File: src/rtl/axis_cmult_pkg.sv
// rtl/axis_cmult_pkg.sv - shared widths, rounding and saturation helpers for axis_cmult
package axis_cmult_pkg;

  function automatic int prod_w(input int in_width);
    return 2 * in_width;
  endfunction

  // One guard bit so that the sum of two full-scale products cannot wrap.
  function automatic int sum_w(input int in_width);
    return 2 * in_width + 1;
  endfunction

  function automatic longint round_const(input int shift, input int round);
    return (round != 0 && shift > 0) ? (64'sd1 <<< (shift - 1)) : 64'sd0;
  endfunction

  function automatic longint sat_max(input int out_width);
    return (64'sd1 <<< (out_width - 1)) - 64'sd1;
  endfunction

  function automatic longint sat_min(input int out_width);
    return -(64'sd1 <<< (out_width - 1));
  endfunction

endpackage

File: src/rtl/cmult_round_sat.sv
// rtl/cmult_round_sat.sv - round, arithmetic right shift and saturate one component
module cmult_round_sat
  import axis_cmult_pkg::*;
#(
  parameter int SUM_W     = 33,
  parameter int OUT_WIDTH = 16,
  parameter int SHIFT     = 15,
  parameter int ROUND     = 1
) (
  input  logic signed [SUM_W-1:0]     sum,
  output logic        [OUT_WIDTH-1:0] dout,
  output logic                        ovf
);

  // Wide enough that the rounding add and the range compare never wrap.
  localparam int WIDE = SUM_W + OUT_WIDTH + 1;
  localparam logic signed [WIDE-1:0] RC   = WIDE'(round_const(SHIFT, ROUND));
  localparam logic signed [WIDE-1:0] MAXV = WIDE'(sat_max(OUT_WIDTH));
  localparam logic signed [WIDE-1:0] MINV = WIDE'(sat_min(OUT_WIDTH));

  logic signed [WIDE-1:0] ext;
  logic signed [WIDE-1:0] shifted;

  always_comb begin
    ext     = WIDE'(sum) + RC;
    shifted = ext >>> SHIFT;
    dout    = shifted[OUT_WIDTH-1:0];
    ovf     = 1'b0;
    if (shifted > MAXV) begin
      dout = MAXV[OUT_WIDTH-1:0];
      ovf  = 1'b1;
    end else if (shifted < MINV) begin
      dout = MINV[OUT_WIDTH-1:0];
      ovf  = 1'b1;
    end
  end

endmodule

File: src/rtl/axis_cmult.sv
// rtl/axis_cmult.sv - three-stage AXI-Stream complex multiplier, A*B or A*conj(B) per beat
module axis_cmult
  import axis_cmult_pkg::*;
#(
  parameter int IN_WIDTH  = 16,
  parameter int OUT_WIDTH = 16,
  parameter int SHIFT     = 15,
  parameter int ROUND     = 1
) (
  input  logic                     aclk,
  input  logic                     areset,
  input  logic [2*IN_WIDTH-1:0]    s_axis_a_tdata,
  input  logic                     s_axis_a_tvalid,
  output logic                     s_axis_a_tready,
  input  logic                     s_axis_a_tlast,
  input  logic [2*IN_WIDTH-1:0]    s_axis_b_tdata,
  input  logic                     s_axis_b_tvalid,
  output logic                     s_axis_b_tready,
  input  logic                     conj_b,
  output logic [2*OUT_WIDTH-1:0]   m_axis_tdata,
  output logic                     m_axis_tvalid,
  input  logic                     m_axis_tready,
  output logic                     m_axis_tlast,
  output logic                     ovf_sticky,
  input  logic                     ovf_clr
);

  localparam int PROD_W = prod_w(IN_WIDTH);
  localparam int SUM_W  = sum_w(IN_WIDTH);

  logic v1, v2, v3;
  logic adv1, adv2, accept, take;

  // Each stage refills whenever the one below is empty or draining.
  assign adv2   = !v3 || m_axis_tready;
  assign adv1   = !v2 || adv2;
  assign accept = !v1 || adv1;

  assign s_axis_a_tready = !areset && s_axis_b_tvalid && accept;
  assign s_axis_b_tready = !areset && s_axis_a_tvalid && accept;
  assign take            = s_axis_a_tvalid && s_axis_b_tvalid && accept;

  logic signed [IN_WIDTH-1:0] ar, ai, br, bi;
  assign ar = s_axis_a_tdata[IN_WIDTH-1:0];
  assign ai = s_axis_a_tdata[2*IN_WIDTH-1:IN_WIDTH];
  assign br = s_axis_b_tdata[IN_WIDTH-1:0];
  assign bi = s_axis_b_tdata[2*IN_WIDTH-1:IN_WIDTH];

  (* use_dsp = "yes" *) logic signed [PROD_W-1:0] p_rr;
  (* use_dsp = "yes" *) logic signed [PROD_W-1:0] p_ii;
  (* use_dsp = "yes" *) logic signed [PROD_W-1:0] p_ri;
  (* use_dsp = "yes" *) logic signed [PROD_W-1:0] p_ir;
  logic c1, l1;

  always_ff @(posedge aclk or posedge areset) begin
    if (areset) begin
      v1   <= 1'b0;
      c1   <= 1'b0;
      l1   <= 1'b0;
      p_rr <= '0;
      p_ii <= '0;
      p_ri <= '0;
      p_ir <= '0;
    end else if (accept) begin
      v1   <= take;
      c1   <= conj_b;
      l1   <= s_axis_a_tlast;
      p_rr <= PROD_W'(ar) * PROD_W'(br);
      p_ii <= PROD_W'(ai) * PROD_W'(bi);
      p_ri <= PROD_W'(ar) * PROD_W'(bi);
      p_ir <= PROD_W'(ai) * PROD_W'(br);
    end
  end

  logic signed [SUM_W-1:0] re2, im2;
  logic l2;

  always_ff @(posedge aclk or posedge areset) begin
    if (areset) begin
      v2  <= 1'b0;
      l2  <= 1'b0;
      re2 <= '0;
      im2 <= '0;
    end else if (adv1) begin
      v2 <= v1;
      l2 <= l1;
      if (c1) begin
        re2 <= SUM_W'(p_rr) + SUM_W'(p_ii);
        im2 <= SUM_W'(p_ir) - SUM_W'(p_ri);
      end else begin
        re2 <= SUM_W'(p_rr) - SUM_W'(p_ii);
        im2 <= SUM_W'(p_ri) + SUM_W'(p_ir);
      end
    end
  end

  logic [OUT_WIDTH-1:0] re_q, im_q;
  logic ovf_re, ovf_im;

  cmult_round_sat #(
    .SUM_W(SUM_W), .OUT_WIDTH(OUT_WIDTH), .SHIFT(SHIFT), .ROUND(ROUND)
  ) u_rs_re (
    .sum(re2), .dout(re_q), .ovf(ovf_re)
  );

  cmult_round_sat #(
    .SUM_W(SUM_W), .OUT_WIDTH(OUT_WIDTH), .SHIFT(SHIFT), .ROUND(ROUND)
  ) u_rs_im (
    .sum(im2), .dout(im_q), .ovf(ovf_im)
  );

  logic [2*OUT_WIDTH-1:0] d3;
  logic l3, ovf_q;

  always_ff @(posedge aclk or posedge areset) begin
    if (areset) begin
      v3 <= 1'b0;
      l3 <= 1'b0;
      d3 <= '0;
    end else if (adv2) begin
      v3 <= v2;
      l3 <= l2;
      d3 <= {im_q, re_q};
    end
  end

  // A fresh saturation outranks a clear landing on the same edge.
  always_ff @(posedge aclk or posedge areset) begin
    if (areset) begin
      ovf_q <= 1'b0;
    end else if (adv2 && v2 && (ovf_re || ovf_im)) begin
      ovf_q <= 1'b1;
    end else if (ovf_clr) begin
      ovf_q <= 1'b0;
    end
  end

  assign m_axis_tdata  = d3;
  assign m_axis_tvalid = v3;
  assign m_axis_tlast  = l3;
  assign ovf_sticky    = ovf_q;

endmodule

File: config.mk
export PLATFORM = sky130hd
export DESIGN_NAME = axis_cmult
export DESIGN_NICKNAME = d
export VERILOG_FILES = /design/src/rtl/axis_cmult_pkg.sv /design/src/rtl/cmult_round_sat.sv /design/src/rtl/axis_cmult.sv
export SDC_FILE = /design/constraint.sdc
export NUM_CORES = 2
export LEC_CHECK = 0
export ABC_AREA = 1
export CAP_MARGIN = 20
export CORE_ASPECT_RATIO = 0.8
export CORE_MARGIN = 2
export CORE_UTILIZATION = 60
export DETAILED_ROUTE_END_ITERATION = 10
export HOLD_SLACK_MARGIN = 0.08
export PLACE_DENSITY = 0.85
export REMOVE_ABC_BUFFERS = 1
export SLEW_MARGIN = 40
export SYNTH_ARGS = -nofsm -noshare
export SYNTH_HDL_FRONTEND = slang
export SYNTH_HIERARCHICAL = 1
export SYNTH_SLANG_ARGS = --single-unit
File: constraint.sdc
create_clock -name aclk -period 8.5 [get_ports aclk]
set_input_delay 0.85 -clock aclk [delete_from_list [all_inputs] [get_ports aclk]]
set_output_delay 0.85 -clock aclk [all_outputs]
set_load 0.005 [all_outputs]
# Word level (Yosys, flattened, before mapping)
# Index checks and enable logic that the tools add are counted.
# totals
output_inout_bits,37
word_cells,58
register_bits,234
input_bits,72
# op_classes
add_sub_neg,6
mux,12
multipliers,4
reduce_logical,17
magnitude_cmp,4
# ops
op,n
16-bit by 16-bit multiplier with 32-bit output,4
"33-bit by 16-bit adder with 34-bit output, second input constant",2
32-bit by 32-bit adder with 33-bit output,2
33-bit 2-to-1 mux,2
32-bit by 32-bit subtractor with 33-bit output,2
16-bit 2-to-1 mux,4
"19-bit by 16-bit greater-than comparator with 1-bit output, second input constant",2
"19-bit by 16-bit < comparator with 1-bit output, second input constant",2
1-bit logical AND,8
1-bit 2-to-1 mux,6
1-bit logical NOT,4
1-bit logical OR,4
2-bit nonzero test,1

# Longest topological paths before layout
# logic_depth
word_depth,7
depth_mapped,26
depth_no_buf,25

# By module
# Netlist, hierarchy kept.
# modules_own_cells
module,n_inst,cells_per_inst,seq_area_each_um2,area_per_inst_um2
axis_cmult,1,7505,5855.6,56198.9
cmult_round_sat,2,128,0.0,700.7

# Worst setup path after synthesis
# Ideal clock, no wire load.
# synth_path
kind,input to output
from,in areset
to,out s_axis_a_tready
path_buffers,0
setup_slack_ns,1.592
path_stages,3
arrival_ns,6.058
required_ns,7.650
path_cell_list,inv_1 > nand3_1 > inv_1
# synth_via
elab_chain_len,3
# synth_rtl
item,line,rtl
from (decl),axis_cmult.sv:11,"input logic areset,"
1-bit logical NOT (no line),-,
1-bit logical AND (2 in a row),axis_cmult.sv:39,assign s_axis_a_tready = !areset && s_axis_b_tvalid && accept;
to (decl),axis_cmult.sv:14,"output logic s_axis_a_tready,"
# No other way between the ends.

# Final worst setup path
# layout_path
from,in s_axis_a_tdata[15]
to,reg p_rr[27]
# layout_via
elab_chain_len,1
# layout_rtl
item,line,rtl
from (decl),axis_cmult.sv:12,"input logic [2*IN_WIDTH-1:0] s_axis_a_tdata,"
16-bit by 16-bit multiplier with 32-bit output,axis_cmult.sv:68,p_rr <= PROD_W'(ar) * PROD_W'(br);
to (signal assigned),axis_cmult.sv:68,
to (decl),axis_cmult.sv:49,"(* use_dsp = ""yes"" *) logic signed [PROD_W-1:0] p_rr;"
# No other way between the ends.
# A chain may end at the register's enable or synchronous reset.

==> summary.txt <==
STA
  – Fin crit share: 0.839
  – Setup-failing EPs final: 0
  – Post-route minimum period: around 7 ns
  – Post-Route Skew: approximately 0.037 ns
  – RSZ-0062 raised after global routing: false
  – Final hold violation count: 0
  – Final Max Tran Viols: 0
  – Max Freq: around 140 MHz
  – Rel. slew slack: 0.375
  – Setup TNS: 0 ns
  – Worst Tran Pin Value: between 0.9 and 1 ns

Setup path
  – Reg2reg start: m_axis_tvalid$_DFFE_PP0N_
  – Worst setup path startpoint: s_axis_a_tdata[15]
  – Worst r2r dst: p_ir[24]$_DFFE_PP0P_
  – Crit path launch type: input port
  – CP endpoint: p_rr[27]$_DFFE_PP0P_
  – CP Data Arrival Time: approximately 7.6 ns
  – CP Capture Type: register
  – Worst Path Required: a little under 9 ns
  – R2R depth: 11
  – Worst setup path class: in2reg
  – Worst-path maximum fanout: 18
  – Setup slack, reg-to-reg: 4.31 ns

Status
  – Status: finished clean

CTS
  – CTS clk-pin slew, worst paths: ~0.070 ns
  – Root Buffer Master: clkbuf_16
  – CTS Hold Bufs: 0
  – Clock sinks: 206
  – Setup bufs post-CTS: 0
  – CTS tree: done
  – Skew-Pair Late Insertion Delay: 0.59 ns
  – Post_cts resized: 0
  – H-tree levels: 1
  – CTS buffer count: 26
  – Longest Clk Path Bufs: 3

Layout
  – Most common cell after layout, fill and taps aside: nand2_1
  – Nets: approximately 9100
  – Finished Layout Cells: 8867
  – Share of layout cells above drive strength 1: 0.0327
  – Multi-input combinational cell area: around 43000 um^2
  – Reg area: 5150 um^2
  – Commonest non-fill, non-tap cells in the layout: nand2_1 (2092), inv_1 (2014), fa_1 (1050), nor2_1 (403), ha_1 (396)
  – Layout area overhead: 5.80%
  – Antenna Cells: 0
  – # fillers: 7919

Logic synthesis
  – Synth warnings: 6
  – Syn avg cell area: ~7.4 um^2
  – Post-Syn Instances: 7633
  – Mapped Area: between 50000 and 60000 um^2

GRT
  – Antenna violations before repair: 5
  – GRT overflow: 0
  – Global-route usage over all layers: 0.359
  – Largest net degree at the start of global routing: 135
  – Global-route wire length before repair: around 270000 um
  – Vias in the first global route: just over 50000

Route
  – Vias per inst: 5.55
  – Initial DRC count: approximately 4800
  – Drt wl/cell: roughly 19 um
  – DRC: 0
  – DRT Wirelength: between 150000 and 200000 um
  – ANT nets after route: 0
  – Via Count: 49216
  – First-pass detailed-route iteration total: 6

Placement
  – Port bufs: ~110
  – GPL Wtd Cong: 1.02
  – Post-Place Cells: between 8000 and 9000
  – Dpl hpwl: between 100000 and 150000 um

Run
  – Max_cap viols: 0

Floorplanning
  – Die height: between 200 and 300 um
  – Die area: just under 100000 um^2
  – CORE AREA: 93100 um^2
  – Initial Util: 0.606
  – Die width: between 300 and 400 um
  – Boundary Pins: roughly 110
  – # rows: 100

Min path
  – Min-delay worst type: reg2reg
state kept, by name, indices dropped and copies added (netlist names):
register	flops
m_axis_tdata	32
l1	1
v2	1
v1	1
m_axis_tlast	1
re2	19
c1	1
m_axis_tvalid	1
l2	1
p_ir	32
im2	19
p_ri	32
p_rr	32
ovf_sticky	1
p_ii	32
metal layers:
layer,wire length (um),share of wire,vias up,global-route usage
li1,-,-,22254,-
met1,67700,0.40,23868,0.494
met2,73400,0.44,2618,0.561
met3,18700,0.11,470,0.0705
met4,7970,0.048,6,0.143
met5,38,0.00023,-,0
worst max-delay path: stages:
cell and delay [ns]:
clkdlybuf4s50_1 0.92, buf_12 0.27, nand2_1 0.12, inv_1 0.14, fa_1 0.56, fa_1 0.77, inv_1 0.21, fa_1 0.51
fa_1 0.57, fa_1 0.43, fa_1 0.49, inv_1 0.04, ha_1 0.40, nand2_1 0.16, nor2_1 0.28, nand2_1 0.15
nor4_1 0.21, nand2_1 0.17, nand3_1 0.10, nand2_1 0.05, nand3_1 0.08, nand2_1 0.07
stage by stage:
stage	util	setup slack, ns	area, um^2	hold WS (ns)
after floorplan	-	1.99	55400	0.442
after global placement	0.632	1.03	58800	0.462
after detailed placement	0.631	0.939	58800	0.464
after CTS	0.641	1.52	59700	0.481
after global routing	0.641	1.07	59700	0.497
final	0.641	1.36	59700	0.478
area by class of cell:
cell class,instances,area share
Inverter,2025,0.128
Tap cell,1224,0.0257
Sequential cell,206,0.0864
Timing Repair Buffer,213,0.0312
Clock inverter,16,0.00264
Clock buffer,32,0.0121
Multi-Input combinational cell,5151,0.714
how the worst min path moves through the flow:
stage	startpoint	endpoint	slack [ns]	cells past startpoint
finish	m_axis_tdata[19]$_DFFE_PP0N_	m_axis_tdata[19]$_DFFE_PP0N_	0.48	2
global route	p_rr[27]$_DFFE_PP0P_	p_rr[27]$_DFFE_PP0P_	0.50	2
CTS	m_axis_tdata[11]$_DFFE_PP0N_	m_axis_tdata[11]$_DFFE_PP0N_	0.48	2
detailed placement	m_axis_tdata[18]$_DFFE_PP0N_	m_axis_tdata[18]$_DFFE_PP0N_	0.46	2
global placement	m_axis_tdata[29]$_DFFE_PP0N_	m_axis_tdata[29]$_DFFE_PP0N_	0.46	2
floorplan	l2$_DFFE_PP0P_	m_axis_tlast$_DFFE_PP0N_	0.44	2
Power is left out: the tool's default activity adds up to more than one toggle a clock period on the data nets, which glitch-free logic cannot reach.
